--- src/rtl/rom_read_sequencer.sv ---
// Burst-read engine for the synchronous ROM: walks an address range and streams words on valid/ready.
// Optional running XOR checksum of accepted words is enabled by defining ROM_READ_SEQ_CHECKSUM_EN.
module rom_read_sequencer #(
  parameter int unsigned ADDR_W = 2,
  parameter int unsigned DATA_W = 4
) (
  input  logic              clk,
  input  logic              rst_n,
  input  logic              start,
  input  logic [ADDR_W-1:0] start_addr,
  input  logic [ADDR_W:0]   num_words,
  output logic              busy,
  output logic              done,
  output logic              rom_en,
  output logic [ADDR_W-1:0] rom_addr,
  input  logic [DATA_W-1:0] rom_data,
  output logic              out_valid,
  input  logic              out_ready,
  output logic [DATA_W-1:0] out_data,
  output logic [ADDR_W-1:0] out_addr,
  output logic [DATA_W-1:0] checksum
);

  typedef enum logic [2:0] {IDLE, ISSUE, WAIT, OUT, DONE} state_t;

  localparam logic [ADDR_W:0] DEPTH = {1'b1, {ADDR_W{1'b0}}};

  state_t            state;
  logic [ADDR_W-1:0] cur_addr;
  logic [ADDR_W:0]   remaining;

`ifdef ROM_READ_SEQ_CHECKSUM_EN
  logic [DATA_W-1:0] csum_q;
  assign checksum = csum_q;
`else
  assign checksum = '0;
`endif

  always_ff @(posedge clk) begin
    if (!rst_n) begin
      state     <= IDLE;
      cur_addr  <= '0;
      remaining <= '0;
      busy      <= 1'b0;
      done      <= 1'b0;
      rom_en    <= 1'b0;
      rom_addr  <= '0;
      out_valid <= 1'b0;
      out_data  <= '0;
      out_addr  <= '0;
`ifdef ROM_READ_SEQ_CHECKSUM_EN
      csum_q    <= '0;
`endif
    end else begin
      done   <= 1'b0;
      rom_en <= 1'b0;
      case (state)
        IDLE: begin
          if (start) begin
            cur_addr  <= start_addr;
            remaining <= (num_words > DEPTH) ? DEPTH : num_words;
            busy      <= 1'b1;
`ifdef ROM_READ_SEQ_CHECKSUM_EN
            csum_q    <= '0;
`endif
            if (num_words == '0) begin
              state <= DONE;
              done  <= 1'b1;
            end else begin
              state    <= ISSUE;
              rom_en   <= 1'b1;
              rom_addr <= start_addr;
            end
          end
        end
        ISSUE: state <= WAIT;
        WAIT: begin
          out_data  <= rom_data;
          out_addr  <= cur_addr;
          out_valid <= 1'b1;
          state     <= OUT;
        end
        OUT: begin
          if (out_ready) begin
            out_valid <= 1'b0;
`ifdef ROM_READ_SEQ_CHECKSUM_EN
            csum_q    <= csum_q ^ out_data;
`endif
            remaining <= remaining - (ADDR_W+1)'(1);
            if (remaining == (ADDR_W+1)'(1)) begin
              state <= DONE;
              done  <= 1'b1;
            end else begin
              // rom_en/rom_addr are registered, so the next issue is set up on the handshake edge
              cur_addr <= cur_addr + ADDR_W'(1);
              rom_addr <= cur_addr + ADDR_W'(1);
              rom_en   <= 1'b1;
              state    <= ISSUE;
            end
          end
        end
        DONE: begin
          busy  <= 1'b0;
          state <= IDLE;
        end
        default: state <= IDLE;
      endcase
    end
  end

endmodule

--- config.mk ---
export PLATFORM = sky130hd
export DESIGN_NAME = rom_read_sequencer
export DESIGN_NICKNAME = d
export VERILOG_FILES = /design/src/rtl/rom_read_sequencer.sv
export SDC_FILE = /design/constraint.sdc
export NUM_CORES = 1
export LEC_CHECK = 0
export CAP_MARGIN = 10
export CORE_MARGIN = 2
export CORE_UTILIZATION = 50
export DETAILED_ROUTE_END_ITERATION = 8
export DONT_BUFFER_PORTS = 1
export RECOVER_POWER = 100
export SKIP_CTS_REPAIR_TIMING = 1
export SLEW_MARGIN = 25
export SYNTH_ARGS = -nofsm -noshare
export SYNTH_HDL_FRONTEND = slang
export SYNTH_SLANG_ARGS = --single-unit
--- constraint.sdc ---
create_clock -name clk -period 2.2 [get_ports clk]
set_clock_uncertainty 0.15 [all_clocks]
set_input_delay 0.22 -clock clk [delete_from_list [all_inputs] [get_ports clk]]
set_output_delay 0.22 -clock clk [all_outputs]
set_load 0.05 [all_outputs]
==> reports/summary.txt <==
total clock buffers created by CTS - 3
layout-stage area growth over the synthesis result - 8.897%
number of vias after detailed routing - 782
Routed met1 length - 888 um
Critical Path Start Type - flip-flop
post-synthesis area per instance - 9.160 um^2
CP required - 2.23 ns
Layout Cells excl Fill - 142
final setup slack of the worst path - 0.2613 ns
fraction of the mapped netlist area in simple logic gates - 19.92%
xor/xnor cell area share of the yosys netlist - 1.754%
maximum number of pins on one net before global-route repair - 19
Hold Vio Cnt, Final - 1
Worst Path Max Fanout - 12
final design area excluding fillers - 1087 um^2
number of enable-type register cells in the synthesized netlist - 0
Synth area leader - sky130_fd_sc_hd__dfxtp_1
GRT Total Usage - 17.06%
final worst-path cycle share - 88.12%
RSZ-0062 raised after global routing - no
DIE WIDTH - 48.69 um
final-layout fill cell count - 187
outcome - complete, but fails checks
PortBufs - 0
DR DRC count - 0
core footprint - 1922 um^2
power density normalized to cell area - 870.1 nW/um^2
ys async rst share - 0%
power consumption - 0.9460 mW
wire length of the first global-routing pass - 3118 um
half-perimeter wire length after placement - 1385 um
met3 WL - 148 um
Placement Rows - 16
layout net count - 132
number of top-level pins - 29
pins over their slew limit - 0
most common library cell in the layout ignoring fill and taps - sky130_fd_sc_hd__dfxtp_1
actual slew at the worst max-slew pin - 0.5256 ns
Synthesis Warnings - 0
DIE AREA - 2370 um^2
worst slack at placement - 0.3875 ns
CTS root buffer - sky130_fd_sc_hd__clkbuf_4
Max Cap Viol - 0
via density per instance - 5.507
achievable clock frequency - 515.8 MHz
depth of the CTS H-tree - 1
failing checks - hold timing
share of cell area taken by muxes after synthesis - 10.15%
initial cell density of the core - 51.95%
clock period minus worst slack - 1.939 ns
flip-flop and latch count after synthesis - 20
accumulated negative setup slack - 0 ns
Final Routed Wirelength - 1978 um
sum of met2 wire segment lengths after detailed routing - 917 um
post-synth cell types - 39
Hold Path Class - input pin to flip-flop
via count of the first global-routing pass - 686
number of antenna violations at the first check in global routing - 0
arithmetic-cell share of the synthesized area counting full adders, half adders and majority gates - 2.506%
remaining max-slew budget at the tightest pin - 64.91%
complex-gate fraction of the synthesized area - 17.04%
critical path type - flip-flop to flip-flop
detailed router's first-iteration violation count - 23
worst hold margin - -0.02565 ns
Ant. Diodes - 0
Crit path arrival time - 1.97 ns
post-CTS clock slew at the launch and capture registers of the worst setup and hold paths - 0.10 ns
dominant cells by area after synthesis - sky130_fd_sc_hd__dfxtp_1 40%, sky130_fd_sc_hd__mux2i_1 9.0%, sky130_fd_sc_hd__nor2_1 5.3%
share of the synthesized area in the top cell type - 40.10%
number of instances in the synthesized netlist - 109
clock insertion delay at the later pin of the skew report - 0.30 ns
combinational family with the most area after synthesis - simple AND/OR/NAND/NOR gates
Routed Antenna Nets - 0
Post-Place Cells - 131
chip height - 48.69 um
post-detailed-placement cell area - 992.2 um^2
netlist area before placement - 998.5 um^2
most used flip-flop cell after synthesis - sky130_fd_sc_hd__dfxtp_1
grt total ovfl - 0
VDD IR max - 0.5454 mV
post-layout utilization of the core - 56.58%
commonest cells after routing, fill and taps aside - 20 x sky130_fd_sc_hd__dfxtp_1, 14 x sky130_fd_sc_hd__nor2_1, 9 x sky130_fd_sc_hd__mux2i_1
share of final-layout standard cells stronger than drive strength 1 - 6.957%
first-pass detailed-route iteration total - 4
highest routed metal layer - met4
final weighted congestion of routability-driven global placement - 0.7735
number of sinks handled by clock tree synthesis - 20
clock tree from TritonCTS - done
sequential cell area fraction in the yosys report - 40.10%
maximum number of buffers from clock root to sink - 2
total setup violations reported at the end of the flow - 0
Routed wire per std cell - 13.93 um
static leakage power - 0.4367 nW
Critical Path End Type - flip-flop
[routing by layer]
layer,vias up,track usage [%]
met2,26,26.94
met4,0,6.667
li1,390,-
met5,-,0
met3,4,7.099
met1,362,20.54
[registers in the layout, indices dropped and copies added, names as in the netlist]
| signal | count |
|---|---|
| busy | 1 |
| cur_addr | 2 |
| done | 1 |
| out_addr | 2 |
| out_data | 4 |
| out_valid | 1 |
| remaining | 3 |
| rom_addr | 2 |
| rom_en | 1 |
| state | 3 |
[worst max-delay path, stage by stage (launching register included)]
cell and delay, ns:
sky130_fd_sc_hd__dfxtp_1 0.63, sky130_fd_sc_hd__nand3_1 0.34, sky130_fd_sc_hd__a221oi_4 0.42, sky130_fd_sc_hd__mux2i_1 0.23, sky130_fd_sc_hd__nor2_1 0.05
[cells by family (layout without fill, tap and decap cells)]
logic type | count (synthesis) | after routing
simple gates | 36 | 36
compound gates | 22 | 22
flops | 20 | 20
buf+inv | 16 | 19
mux | 10 | 10
fa+ha+maj | 2 | 2
xor+xnor | 2 | 2
other cells | 1 | 4
[where the power goes]
part	leakage, nW	switching [mW]	internal [mW]
logic	0.259	0.128	0.106
clock network	0.0138	0.104	0.0638
registers	0.164	0.137	0.407
[layout make-up]
type | instances | area [um^2] | share of cell area (%)
repair buffers | 8 | 80.08 | 7.365
flip-flops and latches | 20 | 400.4 | 36.82
inverters | 8 | 30.03 | 2.762
multi-input cells | 76 | 520.5 | 47.87
well taps | 27 | 33.78 | 3.107
clock buffers | 3 | 22.52 | 2.071
[worst paths after layout]
kind	startpoint	endpoint	slack, ns	depth (start not counted)
max	state[1]$_SDFFE_PN0P_	cur_addr[1]$_SDFFE_PN0P_	0.26	4
min	out_ready	state[0]$_SDFFE_PN0P_	-0.03	3
max reg2reg	state[1]$_SDFFE_PN0P_	cur_addr[1]$_SDFFE_PN0P_	0.26	4
min reg2reg	remaining[2]$_SDFFE_PN0P_	remaining[2]$_SDFFE_PN0P_	0.36	2
[synth_stat cells (2+ instances only)]
library cell	n
sky130_fd_sc_hd__a21oi_1	7
sky130_fd_sc_hd__a311oi_1	3
sky130_fd_sc_hd__and3_1	2
sky130_fd_sc_hd__buf_2	2
sky130_fd_sc_hd__buf_4	5
sky130_fd_sc_hd__dfxtp_1	20
sky130_fd_sc_hd__ha_1	2
sky130_fd_sc_hd__inv_1	7
sky130_fd_sc_hd__mux2i_1	9
sky130_fd_sc_hd__nand2_1	2
sky130_fd_sc_hd__nor2_1	14
sky130_fd_sc_hd__nor3_1	5
sky130_fd_sc_hd__o21ai_0	4
sky130_fd_sc_hd__xor2_1	2
Power figures use the tool's default switching activity.
